[src/rtl/int_vector_ctrl.sv]
// ----------------------------------------------------------------------------
// int_vector_ctrl
//
// Registered interrupt controller. Request lines are captured into a pending
// register and masked. The lowest-index eligible source wins. It is offered
// to the CPU with a handler vector formed as Base | (index << VEC_SHIFT).
// A request / acknowledge / end-of-interrupt handshake keeps exactly one
// interrupt in service at a time. Requests that arrive during an offer or
// during service stay pending and are arbitrated on the return to idle.
//
// Build option:
//   INT_EDGE_DETECT_EN  defined   -> rising-edge capture, using a per-source
//                                    history register
//                       undefined -> level capture (default)
//
// Parameters:
//   N_SRC      number of interrupt sources (2..32)
//   VEC_W      width of Base and Vector
//   VEC_SHIFT  left shift applied to the source index before the OR
//   IDW        source index width, $clog2(N_SRC) (local)
//
// Ports:
//   CLK       in   rising-edge clock
//   Reset     in   asynchronous active-high reset, clears all state
//   IntReq    in   raw request lines [N_SRC]
//   Mask      in   per-source enable, 1 = enabled [N_SRC]
//   Base      in   handler table base address [VEC_W]
//   Ack       in   CPU accepts the offered interrupt
//   Eoi       in   handler finished
//   IntOut    out  interrupt request to the CPU
//   Vector    out  registered handler address [VEC_W]
//   ActiveId  out  registered index of the offered / in-service source [IDW]
//   Busy      out  an interrupt is in service
// ----------------------------------------------------------------------------
module int_vector_ctrl #(
    parameter  int unsigned N_SRC     = 8,
    parameter  int unsigned VEC_W     = 16,
    parameter  int unsigned VEC_SHIFT = 2,
    localparam int unsigned IDW       = $clog2(N_SRC)
) (
    input  logic             CLK,
    input  logic             Reset,
    input  logic [N_SRC-1:0] IntReq,
    input  logic [N_SRC-1:0] Mask,
    input  logic [VEC_W-1:0] Base,
    input  logic             Ack,
    input  logic             Eoi,
    output logic             IntOut,
    output logic [VEC_W-1:0] Vector,
    output logic [IDW-1:0]   ActiveId,
    output logic             Busy
);

    // The shifted index is built in a field wide enough to hold every bit.
    // It is then cut back to VEC_W, so index bits above the vector width
    // are discarded.
    localparam int unsigned WIDE_W = VEC_W + IDW + VEC_SHIFT;

    typedef enum logic [1:0] {
        ST_IDLE,
        ST_REQ,
        ST_SERVICE
    } state_e;

    state_e             state_q, state_d;
    logic [N_SRC-1:0]   pend_q, pend_d;
    logic [N_SRC-1:0]   pend_set;
    logic [N_SRC-1:0]   pend_clr;
    logic [N_SRC-1:0]   elig;
    logic               any_elig;
    logic [IDW-1:0]     win_idx;
    logic [WIDE_W-1:0]  offs_wide;
    logic [VEC_W-1:0]   vec_q, vec_d;
    logic [IDW-1:0]     id_q, id_d;
    logic               offer_load;
    logic               ack_taken;

    // ------------------------------------------------------------------
    // Capture
    // ------------------------------------------------------------------
`ifdef INT_EDGE_DETECT_EN
    logic [N_SRC-1:0] hist_q;

    always_ff @(posedge CLK or posedge Reset) begin
        if (Reset) begin
            hist_q <= '0;
        end else begin
            hist_q <= IntReq;
        end
    end

    // Only a 0->1 transition pends, so a line held high raises one interrupt.
    assign pend_set = IntReq & ~hist_q;
`else
    assign pend_set = IntReq;
`endif

    // ------------------------------------------------------------------
    // Pending register: clear on an accepted Ack for the offered source.
    // A set on the same bit wins, so a still-asserted level request
    // re-pends at once.
    // ------------------------------------------------------------------
    assign ack_taken = (state_q == ST_REQ) && Ack;

    always_comb begin
        pend_clr = '0;
        if (ack_taken) begin
            pend_clr[id_q] = 1'b1;
        end
    end

    assign pend_d = (pend_q & ~pend_clr) | pend_set;

    always_ff @(posedge CLK or posedge Reset) begin
        if (Reset) begin
            pend_q <= '0;
        end else begin
            pend_q <= pend_d;
        end
    end

    // ------------------------------------------------------------------
    // Arbitration: lowest eligible index wins. The loop scans from the top
    // down, so the last hit, which is the lowest index, takes priority.
    // ------------------------------------------------------------------
    assign elig     = pend_q & Mask;
    assign any_elig = |elig;

    always_comb begin
        win_idx = '0;
        for (int unsigned i = N_SRC; i > 0; i--) begin
            if (elig[i-1]) begin
                win_idx = IDW'(i - 1);
            end
        end
    end

    assign offs_wide = WIDE_W'(win_idx) << VEC_SHIFT;

    // ------------------------------------------------------------------
    // Offer registers: loaded only when leaving IDLE. They stay frozen
    // through REQ and SERVICE, which keeps the offer committed even if
    // Mask or IntReq change.
    // ------------------------------------------------------------------
    assign offer_load = (state_q == ST_IDLE) && any_elig;

    always_comb begin
        vec_d = vec_q;
        id_d  = id_q;
        if (offer_load) begin
            vec_d = Base | offs_wide[VEC_W-1:0];
            id_d  = win_idx;
        end
    end

    always_ff @(posedge CLK or posedge Reset) begin
        if (Reset) begin
            vec_q <= '0;
            id_q  <= '0;
        end else begin
            vec_q <= vec_d;
            id_q  <= id_d;
        end
    end

    // ------------------------------------------------------------------
    // Handshake FSM: state register
    // ------------------------------------------------------------------
    always_ff @(posedge CLK or posedge Reset) begin
        if (Reset) begin
            state_q <= ST_IDLE;
        end else begin
            state_q <= state_d;
        end
    end

    // ------------------------------------------------------------------
    // Handshake FSM: next state. Ack is honoured only in REQ, and Eoi only
    // in SERVICE. With both inputs high in REQ, Ack wins.
    // ------------------------------------------------------------------
    always_comb begin
        state_d = state_q;
        unique case (state_q)
            ST_IDLE: begin
                if (any_elig) begin
                    state_d = ST_REQ;
                end
            end
            ST_REQ: begin
                if (Ack) begin
                    state_d = ST_SERVICE;
                end
            end
            ST_SERVICE: begin
                if (Eoi) begin
                    state_d = ST_IDLE;
                end
            end
            default: state_d = ST_IDLE;
        endcase
    end

    // ------------------------------------------------------------------
    // Handshake FSM: outputs. These are decoded from the state register
    // alone, so no input reaches an output combinationally.
    // ------------------------------------------------------------------
    always_comb begin
        IntOut = 1'b0;
        Busy   = 1'b0;
        unique case (state_q)
            ST_REQ:     IntOut = 1'b1;
            ST_SERVICE: Busy   = 1'b1;
            default: begin
                IntOut = 1'b0;
                Busy   = 1'b0;
            end
        endcase
    end

    assign Vector   = vec_q;
    assign ActiveId = id_q;

endmodule

[config.mk]
export PLATFORM = sky130hd
export DESIGN_NAME = int_vector_ctrl
export DESIGN_NICKNAME = d
export VERILOG_FILES = /design/src/rtl/int_vector_ctrl.sv
export SDC_FILE = /design/constraint.sdc
export NUM_CORES = 1
export LEC_CHECK = 0
export CORE_ASPECT_RATIO = 1.2
export CORE_MARGIN = 1
export CORE_UTILIZATION = 41
export CTS_CLUSTER_SIZE = 8
export DETAILED_ROUTE_END_ITERATION = 6
export HOLD_SLACK_MARGIN = 0.06
export PLACE_DENSITY = 0.84
export SYNTH_ARGS = -nofsm -noshare
export SYNTH_HDL_FRONTEND = slang
export SYNTH_SLANG_ARGS = --single-unit
[constraint.sdc]
create_clock -name CLK -period 2.2 [get_ports CLK]
set_input_delay 0.22 -clock CLK [delete_from_list [all_inputs] [get_ports CLK]]
set_output_delay 0.22 -clock CLK [all_outputs]
set_load 0.005 [all_outputs]
==> summary.txt <==
Power and ir drop
  – Internal: 1.636 mW
  – Seq pwr share: 0.389
  – Clock Power Share: 0.126
  – PD cells: 1208 mW/mm2
  – Comb pwr share: 0.485
  – Sw frac: 0.3093
  – Worst VDD drop: 0.001001 V
  – Switch Pwr: 732.6 uW
  – Leakage power: 0.7887 nW

Cells and area
  – Area Overhead vs Synth: 50.10%
  – N_diodes: 0
  – Area of the multi-input gates: 541.8 um2
  – Fillers: 234
  – Layout cells sized above 1: 0.1656
  – NumNets Final: 198
  – Sequential standard cell area: 725.7 um2
  – Utilization after layout: 0.6417
  – Final instance area: 0.001961 mm2

Drt
  – DRC: 0
  – Post-route antenna net violation count: 0
  – Vias/cell: 5.196
  – Total Wirelength: 3.040 mm
  – Wire length per cell: 15.28 um
  – Initial DRC Count: 29
  – 1st-pass router iterations: 4
  – Via count: 1,034

Place
  – Port buffer count: 56
  – RePlAce Congestion: 0.7706
  – Placed cell areas: 0.001912 mm2

Clocking
  – Clk_lat worst skew: 0.31 ns
  – H-tree levels: 2
  – Post-CTS sizing: 0
  – CTS sink cnt: 29
  – Postcts setup bufs: 0
  – CTS Buffer Depth: 2
  – Clk root buf: clkbuf_4
  – CTS clk-pin slew, worst paths: 0.09 ns
  – CTS tree: built
  – Hold buffer count at CTS: 0
  – CTS buffer count: 5

STA
  – Final critical-path share of the clock period: 0.7683
  – Worst rel slew slack: 0.7317
  – Setup Total Neg Slack: 0 ns
  – RSZ-0062 raised after global routing: no
  – Clock skew: 0.01144 ns
  – Fin crit period: 1.690 ns
  – Actual slew at the worst max-slew pin: 0.4025 ns
  – Final Max Tran Viols: 0
  – Worst hold slack: 0.2713 ns
  – # setup viols final: 0
  – Fmax: 591.6 MHz
  – Endpoints failing hold: 0

Global route
  – Vias in the first global route: 1,122
  – Largest net degree at the start of global routing: 30
  – Grt total ovfl: 0
  – First-pass GRT wire length: 4.981 mm
  – Antenna violations before repair: 0
  – Total GRT Usage: 0.2000

Floorplanning
  – Die area: 0.003417 mm2
  – I/O Pins: 57
  – Die extent in x: 53.53 um
  – Initial Utilization: 0.4275
  – Core footprint: 0.003055 mm2
  – FP Rows: 22
  – Die height: 63.83 um

Synth
  – Sequential area share after synthesis: 0.5556
  – Ys Warns: 0
  – Largest cells by area after synthesis: dfrtp_1 (56%), mux2_2 (6.9%), mux2_4 (5.7%)
  – Cell variety after synth: 29
  – Biggest area consumer among synthesized cells: dfrtp_1
  – Count leader, synth: dfrtp_1
  – Post-synth top flop: dfrtp_1
  – Asr flop ratio synth: 1.000
  – FF+latch count, synth: 29
  – Syn_nets: 137
  – Area fraction of the dominant cell type after synthesis: 0.5556
  – Syn avg cell area: 12.93 um2
  – Cell count after synthesis: 101
  – Commonest cells in the netlist: dfrtp_1 (29), a21o_1 (9), mux2_2 (8)
  – Post-synth EDFFs: 0
  – Cell area after synthesis: 0.001306 mm2

Setup path
  – Worst setup path category: register to register
  – R2r startpoint: state_q[0]$_DFFE_PP0P_
  – CP cell instances: or2_0 > a41oi_4 > buf_12 > mux2_2
  – CP peak stage delay: 0.40 ns
  – Worst reg2reg path endpoint: Vector[12]$_DFFE_PP0P_
  – Worst Path Max Fanout: 19
  – Crit. End Element: register
  – Reg2reg setup slack: 0.51 ns
  – Arr. time, crit path: 1.88 ns
  – Top delay family on crit path: flip-flops
  – Critical path depth: 4
  – Crit path launch type: register
  – Req. time, crit path: 2.39 ns
  – Bufs and invs on worst path: 1
  – Worst R2R Path Depth: 4
  – Worst path slowest cell: dfrtp_1

Worst hold path
  – Min-delay worst type: primary input to async pin

Flow run
  – Max-cap check violation count: 0

Status
  – Status: completed
## cell type report
class | instances | area share
flip-flops and latches | 29 | 0.3701
clock buffers | 8 | 0.02489
inverters | 3 | 0.005743
repair buffers | 58 | 0.2999
multi-input cells | 65 | 0.2763
well taps | 36 | 0.02297
## per-stage QoR
stage / cells / power, mW / worst slack [ns]
2_1_floorplan: 101 / 1.501 / 0.5409
3_3_place_gp: 191 / 2.031 / 0.4328
3_5_place_dp: 191 / 2.089 / 0.3794
4_1_cts: 199 / 2.389 / 0.5067
5_1_grt: 199 / 2.524 / 0.4356
6_report: 199 / 2.368 / 0.5097
## layout by cell type, fill, tap and decap left out, types with 3 or more instances in the layout
master,count
nand2b_1,4
nand3b_1,3
mux2_2,8
mux2_4,5
dfrtp_1,29
nand3_1,3
clkdlybuf4s50_1,56
clkbuf_1,3
inv_1,3
o22a_1,3
a22oi_2,3
clkbuf_4,5
nand2_1,7
a21o_1,9
## worst min-delay path, delay by kind of cell
family	cells	cell delay, ns
buffers and inverters	3	0.78
## sequential cells by signal, summed over array words and instances, names as in the netlist
name,flops
pend_q,8
ActiveId,3
Vector,16
state_q,2
## layer usage
layer,GRT usage,share of wire,up-vias
met5,0,0,-
met4,0.04934,0.0082,0
li1,-,-,483
met2,0.3531,0.54,35
met3,0.05952,0.063,5
met1,0.2274,0.38,511
## power by group through the flow
stage | logic, mW | clock network [mW] | registers [mW]
detailed placement | 1.16 | 0 | 0.929
floorplan | 0.618 | 0 | 0.883
CTS | 1.16 | 0.303 | 0.922
finish | 1.15 | 0.298 | 0.922
global route | 1.24 | 0.327 | 0.955
global placement | 1.12 | 0 | 0.913
## cells by family after synthesis
logic type             synth area share
AO/OA/AOI/OAI                    0.1858
buffers and inverters           0.02969
flip-flops                       0.5556
multiplexers                     0.1264
AND/OR/NAND/NOR                  0.1025
## how the worst max path moves through the flow
stage                           startpoint                      to  slack (ns)
global route        state_q[0]$_DFFE_PP0P_  Vector[12]$_DFFE_PP0P_        0.44
CTS                 state_q[0]$_DFFE_PP0P_  Vector[12]$_DFFE_PP0P_        0.51
detailed placement                 Mask[5]   Vector[5]$_DFFE_PP0P_        0.38
finish              state_q[0]$_DFFE_PP0P_  Vector[12]$_DFFE_PP0P_        0.51
floorplan           state_q[0]$_DFFE_PP0P_   Vector[0]$_DFFE_PP0P_        0.54
global placement                   Mask[5]   Vector[5]$_DFFE_PP0P_        0.43
(Power assumes the default switching activity.)
